<file path="src/rtl/analog_intl_pkg.sv">
// Shared fault bit map and float32 ordering helpers for the analog interlock detector.
// Pure combinational functions; no state, no flow control.
package analog_intl_pkg;
    localparam int FLT_NUM       = 11;
    localparam int FLT_C_OVER    = 0;
    localparam int FLT_V_OVER    = 1;
    localparam int FLT_DC_C_OVER = 2;
    localparam int FLT_DC_V_OVER = 3;
    localparam int FLT_IGBT_T    = 4;
    localparam int FLT_I_ID_T    = 5;
    localparam int FLT_O_ID_T    = 6;
    localparam int FLT_C_WINDOW  = 7;
    localparam int FLT_V_WINDOW  = 8;
    localparam int FLT_PH_UNDER  = 9;
    localparam int FLT_PH_OVER   = 10;

    function automatic logic flt_is_nan(input logic [31:0] x);
        return (x[30:23] == 8'hFF) && (x[22:0] != 23'd0);
    endfunction

    // Maps float32 onto an unsigned key with the same ordering; -0 folds onto +0.
    function automatic logic [31:0] flt_key(input logic [31:0] x);
        logic [31:0] n;
        n = (x == 32'h8000_0000) ? 32'h0 : x;
        return n[31] ? ~n : {1'b1, n[30:0]};
    endfunction

    function automatic logic [31:0] flt_abs(input logic [31:0] x);
        return {1'b0, x[30:0]};
    endfunction

    // Strict a > b; any NaN operand reports true so a broken value trips.
    function automatic logic flt_gt(input logic [31:0] a, input logic [31:0] b);
        return flt_is_nan(a) || flt_is_nan(b) || (flt_key(a) > flt_key(b));
    endfunction
endpackage

</file>
<file path="src/rtl/analog_intl_window.sv">
// Windowed fluctuation detector: counts hit samples per window and trips after N qualifying windows in a row.
// Trip is combinational on the strobe cycle; counters update on the same edge. No backpressure.
module analog_intl_window
    import analog_intl_pkg::*;
#(
    parameter int CNT_WIDTH = 32
) (
    input  logic                 clk,
    input  logic                 rst,
    input  logic                 clr,
    input  logic                 meas_valid,
    input  logic [31:0]          meas,
    input  logic [31:0]          data_thresh,
    input  logic [CNT_WIDTH-1:0] cnt_thresh,
    input  logic [CNT_WIDTH-1:0] period,
    input  logic [CNT_WIDTH-1:0] cycle_cnt,
    output logic                 trip
);
    localparam logic [CNT_WIDTH-1:0] ONE = {{(CNT_WIDTH-1){1'b0}}, 1'b1};
    localparam logic [CNT_WIDTH-1:0] MAX = {CNT_WIDTH{1'b1}};

    logic [CNT_WIDTH-1:0] smp_cnt, hit_cnt, run_cnt;
    logic [CNT_WIDTH-1:0] hit_nxt, run_nxt, run_min;
    logic                 active, hit, win_end, qualify;

    always_comb begin
        active  = (period != '0);
        hit     = flt_gt(flt_abs(meas), data_thresh);
        hit_nxt = (hit && hit_cnt != MAX) ? hit_cnt + ONE : hit_cnt;
        // >= rather than == so a live period reduction closes the window at once
        win_end = (smp_cnt >= period - ONE);
        qualify = (hit_nxt >= cnt_thresh);
        run_nxt = qualify ? ((run_cnt != MAX) ? run_cnt + ONE : run_cnt) : '0;
        run_min = (cycle_cnt == '0) ? ONE : cycle_cnt;
        trip    = meas_valid && active && win_end && qualify && (run_nxt >= run_min);
    end

    always_ff @(posedge clk) begin
        if (rst || clr || !active) begin
            smp_cnt <= '0;
            hit_cnt <= '0;
            run_cnt <= '0;
        end else if (meas_valid) begin
            if (win_end) begin
                smp_cnt <= '0;
                hit_cnt <= '0;
                run_cnt <= run_nxt;
            end else begin
                smp_cnt <= smp_cnt + ONE;
                hit_cnt <= hit_nxt;
            end
        end
    end
endmodule

</file>
<file path="src/rtl/analog_intl_detect.sv">
// Compares live float32 ADC measurements with interlock setpoints and latches per-channel faults until cleared.
// Faults appear one cycle after the measurement strobe; no backpressure, every strobe is evaluated.
module analog_intl_detect
    import analog_intl_pkg::*;
#(
    parameter int C_CNT_WIDTH = 32,
    parameter int C_FLT_NUM   = FLT_NUM
) (
    input  logic                   i_clk,
    input  logic                   i_rst,
    input  logic                   i_meas_valid,
    input  logic [31:0]            i_c_meas,
    input  logic [31:0]            i_v_meas,
    input  logic [31:0]            i_dc_c_meas,
    input  logic [31:0]            i_dc_v_meas,
    input  logic [31:0]            i_igbt_t_meas,
    input  logic [31:0]            i_i_id_t_meas,
    input  logic [31:0]            i_o_id_t_meas,
    input  logic [31:0]            i_phase_meas,
    input  logic [31:0]            i_c_over_sp,
    input  logic [31:0]            i_v_over_sp,
    input  logic [31:0]            i_dc_c_over_sp,
    input  logic [31:0]            i_dc_v_over_sp,
    input  logic [31:0]            i_igbt_t_over_sp,
    input  logic [31:0]            i_i_id_t_over_sp,
    input  logic [31:0]            i_o_id_t_over_sp,
    input  logic [31:0]            i_c_data_thresh,
    input  logic [31:0]            i_v_data_thresh,
    input  logic [C_CNT_WIDTH-1:0] i_c_cnt_thresh,
    input  logic [C_CNT_WIDTH-1:0] i_v_cnt_thresh,
    input  logic [C_CNT_WIDTH-1:0] i_c_period,
    input  logic [C_CNT_WIDTH-1:0] i_v_period,
    input  logic [C_CNT_WIDTH-1:0] i_c_cycle_cnt,
    input  logic [C_CNT_WIDTH-1:0] i_v_cycle_cnt,
    input  logic [31:0]            i_phase_under_data,
    input  logic [31:0]            i_phase_over_data,
    input  logic                   i_intl_clr,
    input  logic [C_FLT_NUM-1:0]   i_intl_mask,
    output logic [C_FLT_NUM-1:0]   o_fault,
    output logic [C_FLT_NUM-1:0]   o_first_fault,
    output logic                   o_intl
);
    logic                 c_trip, v_trip;
    logic [C_FLT_NUM-1:0] cond, set, fault_nxt;

    analog_intl_window #(.CNT_WIDTH(C_CNT_WIDTH)) u_c_window (
        .clk(i_clk), .rst(i_rst), .clr(i_intl_clr), .meas_valid(i_meas_valid),
        .meas(i_c_meas), .data_thresh(i_c_data_thresh), .cnt_thresh(i_c_cnt_thresh),
        .period(i_c_period), .cycle_cnt(i_c_cycle_cnt), .trip(c_trip)
    );

    analog_intl_window #(.CNT_WIDTH(C_CNT_WIDTH)) u_v_window (
        .clk(i_clk), .rst(i_rst), .clr(i_intl_clr), .meas_valid(i_meas_valid),
        .meas(i_v_meas), .data_thresh(i_v_data_thresh), .cnt_thresh(i_v_cnt_thresh),
        .period(i_v_period), .cycle_cnt(i_v_cycle_cnt), .trip(v_trip)
    );

    always_comb begin
        cond = '0;
        cond[FLT_C_OVER]    = flt_gt(flt_abs(i_c_meas), i_c_over_sp);
        cond[FLT_V_OVER]    = flt_gt(flt_abs(i_v_meas), i_v_over_sp);
        cond[FLT_DC_C_OVER] = flt_gt(flt_abs(i_dc_c_meas), i_dc_c_over_sp);
        cond[FLT_DC_V_OVER] = flt_gt(flt_abs(i_dc_v_meas), i_dc_v_over_sp);
        // Temperatures keep their sign: a deep negative reading is not over-limit.
        cond[FLT_IGBT_T]    = flt_gt(i_igbt_t_meas, i_igbt_t_over_sp);
        cond[FLT_I_ID_T]    = flt_gt(i_i_id_t_meas, i_i_id_t_over_sp);
        cond[FLT_O_ID_T]    = flt_gt(i_o_id_t_meas, i_o_id_t_over_sp);
        cond[FLT_C_WINDOW]  = c_trip;
        cond[FLT_V_WINDOW]  = v_trip;
        cond[FLT_PH_UNDER]  = flt_gt(i_phase_under_data, i_phase_meas);
        cond[FLT_PH_OVER]   = flt_gt(i_phase_meas, i_phase_over_data);
        set       = i_meas_valid ? (cond & ~i_intl_mask) : '0;
        fault_nxt = (o_fault & ~{C_FLT_NUM{i_intl_clr}}) | set;
    end

    always_ff @(posedge i_clk) begin
        if (i_rst) begin
            o_fault       <= '0;
            o_first_fault <= '0;
            o_intl        <= 1'b0;
        end else begin
            o_fault <= fault_nxt;
            o_intl  <= |fault_nxt;
            // A set coinciding with a clear starts a fresh first-fault record.
            if ((|set) && (o_fault == '0 || i_intl_clr))
                o_first_fault <= set;
            else if (i_intl_clr)
                o_first_fault <= '0;
        end
    end
endmodule

</file>
<file path="config.mk">
export PLATFORM = sky130hd
export DESIGN_NAME = analog_intl_detect
export DESIGN_NICKNAME = d
export VERILOG_FILES = /design/src/rtl/analog_intl_pkg.sv /design/src/rtl/analog_intl_window.sv /design/src/rtl/analog_intl_detect.sv
export SDC_FILE = /design/constraint.sdc
export NUM_CORES = 2
export LEC_CHECK = 0
export ABC_CLOCK_PERIOD_IN_PS = 12500
export BUFFER_PORTS_ARGS = -buffer_cell sky130_fd_sc_hd__buf_2
export CAP_MARGIN = 20
export CORE_MARGIN = 5
export CORE_UTILIZATION = 29
export DETAILED_ROUTE_END_ITERATION = 8
export PLACE_DENSITY = 0.45
export SETUP_SLACK_MARGIN = 0.1
export SYNTH_ARGS = -nofsm -noshare
export SYNTH_HDL_FRONTEND = slang
export SYNTH_SLANG_ARGS = --single-unit
export TNS_END_PERCENT = 100
</file>
<file path="constraint.sdc">
create_clock -name i_clk -period 12.5 [get_ports i_clk]
set_input_delay 1.875 -clock i_clk [delete_from_list [all_inputs] [get_ports i_clk]]
set_output_delay 1.875 -clock i_clk [all_outputs]
set_load 0.05 [all_outputs]
</file>
# --- Yosys cells after proc, flatten, opt, wreduce, memory -nomap -nowiden ---
# Cells that the tools add are included.
word_totals:
  inputBits: 815
  reg_bits: 215
  out_inout_bits: 23
  wordCells: 224
classes:
  bitwise: 20
  magnitude_cmp: 17
  mux: 45
  reduce_logical: 87
  n_addsub: 8
  eq_ne: 38
ops:
  columns: ["cell", "n"]
  rows:
  - ["$mux 32", 42]
  - ["$eq 32x32->1 const B", 15]
  - ["$not 32->32", 15]
  - ["$reduce_bool 23->1", 19]
  - ["$gt 32x32->1", 11]
  - ["$add 32x1->32 const B", 6]
  - ["$ge 32x32->1", 6]
  - ["$eq 8x8->1 const B", 19]
  - ["$ne 32x32->1 const B", 4]
  - ["$logic_not 32->1", 2]
  - ["$reduce_bool 32->1", 2]
  - ["$sub 32x1->32 const B", 2]
  - ["$mux 11", 3]
  - ["$logic_and 1x1->1", 30]
  - ["$logic_or 1x1->1", 26]
  - ["$and 11x11->11", 2]
  - ["$not 11->11", 2]
  - ["$reduce_or 11->1", 2]
  - ["$logic_not 11->1", 1]
  - ["$or 11x11->11", 1]
  - ["$reduce_and 2->1", 2]
  - ["$logic_not 1->1", 2]
  - ["$reduce_bool 2->1", 1]

# --- Longest topological paths before layout ---
logic_depth:
  ltp_word: 17
  mapped_depth: 40
  depth_no_buf: 32

# --- Modules after synthesis ---
# From an unflattened synthesis, not the netlist that was laid out.
unflattened:
  hier_cells: 4761
  area_unflattened_um2: 34578.2
modules_own_cells:
  columns: ["module", "instances", "cells_per_inst", "seq_area_each_um2", "area_each_um2"]
  rows:
  - ["analog_intl_detect", 1, 2065, 460.4, 14487.6]
  - ["analog_intl_window at u_c_window", 1, 1349, 1921.8, 10062.2]
  - ["analog_intl_window at u_v_window", 1, 1347, 1921.8, 10028.4]

# --- Worst setup path after synthesis ---
# Ideal clock, no wire load.
synth_path:
  kind: "input port to flip-flop"
  from: "in i_v_data_thresh[16]"
  to: "reg o_first_fault[3]"
  cell_stages: 38
  arrival_time_ns: 9.316
  setup_ns: 0.135
  n_path_buf: 7
  required_time_ns: 12.365
  slack_ns: 3.049
  cell_sequence: "nor4_1 -> nand4_1 -> or3_1 -> clkbuf_1 -> and2_1 -> ha_1 -> nor2b_1 -> o21a_1 -> o21ai_2 -> a2111oi_4 -> o31ai_2 -> and4_4 -> or3_1 -> buf_2 -> buf_6 -> buf_2 -> nor3_1 -> xor2_1 -> (+2 left out) -> o21ai_0 -> or3_1 -> a211oi_1 -> o21a_1 -> clkbuf_1 -> clkbuf_1 -> clkbuf_1 -> nor2_1 -> ha_1 -> nand4_1 -> nor2_1 -> nor4b_1 -> a222oi_1 -> a211oi_1 -> nor3_1 -> or4_4 -> a31oi_4 -> o32ai_1"
synth_via:
  elab_chain_len: 17
  elab_cells_between_ends: 22
  classes_between: "order compare (3); eq/ne (1); mux (6); bitwise (2); reduce/logical (10)"
synth_lines:
  columns: ["element", "line", "rtl"]
  rows:
  - ["start: declaration", "analog_intl_detect.sv:28", "input logic [31:0] i_v_data_thresh,"]
  - ["$eq 32x32->1", "analog_intl_pkg.sv:24", "n = (x == 32'h8000_0000) ? 32'h0 : x;"]
  - ["$mux 32", "analog_intl_pkg.sv:24", null]
  - ["$not 32->32", "analog_intl_pkg.sv:25", "return n[31] ? ~n : {1'b1, n[30:0]};"]
  - ["$mux 32", "analog_intl_pkg.sv:25", null]
  - ["$gt 32x32->1", "analog_intl_pkg.sv:34", "return flt_is_nan(a) || flt_is_nan(b) || (flt_key(a) > flt_key(b));"]
  - ["$logic_or 1x1->1 (*)", "analog_intl_pkg.sv:34", null]
  - ["$logic_and 1x1->1 (*)", "analog_intl_window.sv:29", "hit_nxt = (hit && hit_cnt != MAX) ? hit_cnt + ONE : hit_cnt;"]
  - ["$mux 32 (*)", "analog_intl_window.sv:29", null]
  - ["(+2 left out)", null, null]
  - ["via u_v_window.run_nxt[20]", "analog_intl_window.sv:23", "logic [CNT_WIDTH-1:0] hit_nxt, run_nxt, run_min;"]
  - ["$ge 32x32->1 (*)", "analog_intl_window.sv:35", "trip = meas_valid && active && win_end && qualify && (run_nxt >= run_min);"]
  - ["$logic_and 1x1->1 (*)", "analog_intl_window.sv:35", null]
  - ["$and 11x11->11 (*)", "analog_intl_detect.sv:72", "set = i_meas_valid ? (cond & ~i_intl_mask) : '0;"]
  - ["$mux 11 (*)", "analog_intl_detect.sv:72", null]
  - ["$reduce_or 11->1 (*)", "analog_intl_detect.sv:85", "if ((|set) && (o_fault == '0 || i_intl_clr))"]
  - ["$logic_and 1x1->1 (*)", "analog_intl_detect.sv:85", null]
  - ["$mux 11 or $reduce_bool 2->1 (tied branches)", null, null]
  - ["end signal: assignment", "analog_intl_detect.sv:86", "o_first_fault <= set;"]
  - ["end: declaration", "analog_intl_detect.sv:40", "output logic [C_FLT_NUM-1:0] o_first_fault,"]
# The timed path passes the listed nets; every way through them passes the cells marked *.
# A chain may end at the register's enable or synchronous reset.

# --- Final worst setup path ---
layout_path:
  from: "in i_v_data_thresh[23]"
  to: "reg o_first_fault[3]"
# Same word-level chain as after synthesis.

==> run_results.csv <==
group,metric,value,unit
hold_path,hold_path_class,"reg2reg",
power_and_ir_drop,p_sw,978,uW
grt,grt_pass1_vias,35500,
critical_path,critPathMaxStageDelay,0.71,ns
power_and_ir_drop,p_sw_frac,0.372,
power_and_ir_drop,cellLeakagePower,18.8,nW
synth,synthesis.nets,6022,
die,num_rows,125,
synth,yosys_warnings,0,
sta,setup_slack,1.86,ns
route,drc_errors,0,
synth,async_reset_ff_frac,0,
route,wirelength,145000,um
critical_path,cp_num_buf_inv,2,
synth,synth_ff_type,"dfxtp_1",
placement,place.gp.congestion,0.971,
job,maxCapViolCount,0,
die,die_h,352,um
power_and_ir_drop,pwr-share-comb,0.399,
power_and_ir_drop,power_density,64.7,mW/mm2
layout,drive_above_1_share,0.183,
critical_path,crit_type,"in2reg",
cts,cts_made_buffers,30,
route,via_per_inst,5.18,
power_and_ir_drop,ir_drop,0.0804,mV
route,vias,36000,
synth,yosysUniqueCellTypes,100,
status,run_status,"completed",
die,io_pins,838,
cts,clkLatencyLatePin,0.60,ns
sta,setup_tns,0,ns
cts,cts_buffer_depth,3,
sta,slew_headroom,0.287,
sta,worst-slew-pin-transition,1.07,ns
placement,io_buffer_count,833,
route,dr.first_iter.drc_count,2057,
grt,grt_overflow,0,
critical_path,critPathMaxFanout,26,
cts,cts_max_level,1,
grt,grt_usage,0.224,
cts,path_clk_slew,0.06,ns
placement,dp_slack,1.09,ns
sta,hold_viol_final,0,
cts,postCtsSetupBuffers,0,
synth,avgSynthCellArea,7.26,um2
critical_path,cp_data_arrival_time,11.09,ns
cts,postCtsResizedCells,0,
sta,rsz0062_at_grt,"false",
layout,syn_to_final_growth,20.3,%
die,fp.dieW,352,um
synth,syn_inst,4661,
power_and_ir_drop,p_seq_frac,0.264,
sta,max_freq,0.0940,GHz
cts,cts.sinks,215,
critical_path,cp-start-kind,"input pin",
route,routedWlPerCell,20.8,um
synth,yosys_register_bits,215,
route,dr.pass1.iters,5,
grt,grt_first_pass_wirelength,215000,um
sta,setup_violations,0,
grt,antenna_found_initial,59,
cts,root_buffer,"clkbuf_16",
placement,dp_hpwl,125000,um
synth,netlist_area,0.0338,mm2
die,core,0.116,mm2
critical_path,cp-end-kind,"register",
sta,clock_skew,0.0362,ns
synth,synth_enable_flop_cells,0,
sta,fin_crit_sh,0.851,
power_and_ir_drop,internal_power,1.65,mW
grt,grt_max_degree,43,
cts,postCtsHoldBufs,0,
layout,nets,6737,
layout,postLayoutCoreUtil,0.351,
layout,fill_cells,12700,
critical_path,crit_slowest_cell,"or3_1",
cts,cts_tree,"yes",
die,die_area,0.124,mm2
critical_path,worstPathRequired,12.95,ns
critical_path,crit_family,"simple AND/OR/NAND/NOR gates",
sta,finalMaxSlewViolations,0,
power_and_ir_drop,clkPwrFrac,0.336,
route,ant_nets,0,
sta,layout_min_cycle_time,10.64,ns
die,initial_core_util,0.292,
synth,ys_seq_area_frac,0.127,
-- cell families (layout without fill, tap and decap cells) --
kind of cell    Yosys count  in the layout  share of synthesized area
mux                       4              4                    0.00118
other cells               0             30                          0
xor+xnor                703            703                      0.182
buf+inv                 421           1159                     0.0480
flops                   215            215                      0.127
compound gates          771            771                      0.147
simple gates           2001           2001                      0.292
fa+ha+maj               546            546                      0.202
-- cells in the final DEF (no fill, tap or decap), types with 30 or more instances in the layout --
master / Yosys / routed
diode_2: 0 / 30
ha_1: 546 / 546
xor2_1: 452 / 452
nand2_1: 585 / 585
clkbuf_16: 0 / 30
inv_1: 219 / 218
and3_1: 46 / 46
nand4_1: 221 / 221
nor3_1: 132 / 127
buf_4: 0 / 48
xnor2_1: 251 / 251
nor2b_1: 33 / 33
a21o_1: 84 / 84
a31oi_1: 35 / 34
a21oi_1: 268 / 268
nor4_1: 158 / 158
or3_1: 47 / 47
and2_1: 53 / 53
nand3_1: 133 / 133
nor2_1: 454 / 453
buf_2: 24 / 833
dfxtp_1: 215 / 215
o21ai_0: 114 / 114
-- worst min-delay path, stage by stage (launching register included) --
cell and delay (ns):
dfxtp_1 0.32, nand2_1 0.06, o21ai_1 0.05
-- power groups by stage --
stage	registers [mW]	clock network, mW	logic, mW
6_report	0.696	0.884	1.05
5_1_grt	0.696	0.942	1.19
4_1_cts	0.695	0.916	1.05
3_5_place_dp	0.711	0	1.04
3_3_place_gp	0.711	0	1.04
2_1_floorplan	0.722	0	0.618
-- flip-flops by register name (all words and copies together) (netlist names), 11 cells and up --
name,count
u_c_window.smp_cnt,32
u_v_window.smp_cnt,32
o_fault,11
u_c_window.run_cnt,32
u_v_window.run_cnt,32
u_v_window.hit_cnt,32
o_first_fault,11
u_c_window.hit_cnt,32
-- stage by stage --
step	hold slack [ns]	area, um2	power [mW]	cells
after floorplan	0.457	33800	1.34	4661
after global placement	0.459	39500	1.75	6865
after detailed placement	0.458	39500	1.76	6865
after CTS	0.469	40500	2.66	6920
after global routing	0.493	40700	2.82	6941
final	0.467	40700	2.63	6953
-- path summary, 6_finish.rpt --
| kind | from | end | slack, ns | depth (start not counted) |
|---|---|---|---|---|
| setup reg to reg | u_c_window.hit_cnt[8] | o_first_fault[3] | 4.48 | 26 |
| hold / removal | o_first_fault[7] | o_first_fault[7] | 0.47 | 2 |
| hold reg to reg | o_first_fault[7] | o_first_fault[7] | 0.47 | 2 |
| setup / recovery | i_v_data_thresh[23] | o_first_fault[3] | 1.86 | 32 |
-- Yosys cell counts (all sizes together) (6+ instances only) --
library cell	number	share of area
a2111oi	10	0.0037
a211o	13	0.0034
a211oi	23	0.0054
a21boi	8	0.0018
a21o	84	0.019
a21oi	268	0.040
a221oi	6	0.0016
a22o	7	0.0018
a31oi	37	0.0075
a41oi	11	0.0028
and2	54	0.010
and3	47	0.0088
and4	21	0.0055
buf	60	0.0080
clkbuf	141	0.016
dfxtp	215	0.13
ha	546	0.20
inv	219	0.024
nand2	586	0.065
nand2b	26	0.0048
nand3	133	0.020
nand3b	11	0.0024
nand4	222	0.041
nand4b	9	0.0023
nor2	456	0.051
nor2b	33	0.0061
nor3	135	0.020
nor4	165	0.032
nor4b	6	0.0020
o211ai	28	0.0062
o21a	20	0.0044
o21ai	145	0.022
o21bai	10	0.0022
o311ai	6	0.0016
o31ai	21	0.0048
o41ai	9	0.0026
or3	47	0.0087
or4	33	0.0078
xnor2	251	0.065
xor2	452	0.12
-- metal layers --
layer,GRT usage,wire length (um)
met5,0,244
met4,0.0415,3000
met1,0.301,65700
met3,0.0324,8490
met2,0.384,67200
-- area by class of cell --
cell class	count	area (um2)	area share
antenna	30	75.1	0.00185
multi-input combinational	4025	28000	0.687
tap	1524	1910	0.0469
clock buffer	40	858	0.0211
sequential	215	4300	0.106
inverter	220	826	0.0203
clock inverter	15	160	0.00394
timing repair buffer	884	4590	0.113
(Power assumes the default switching activity.)
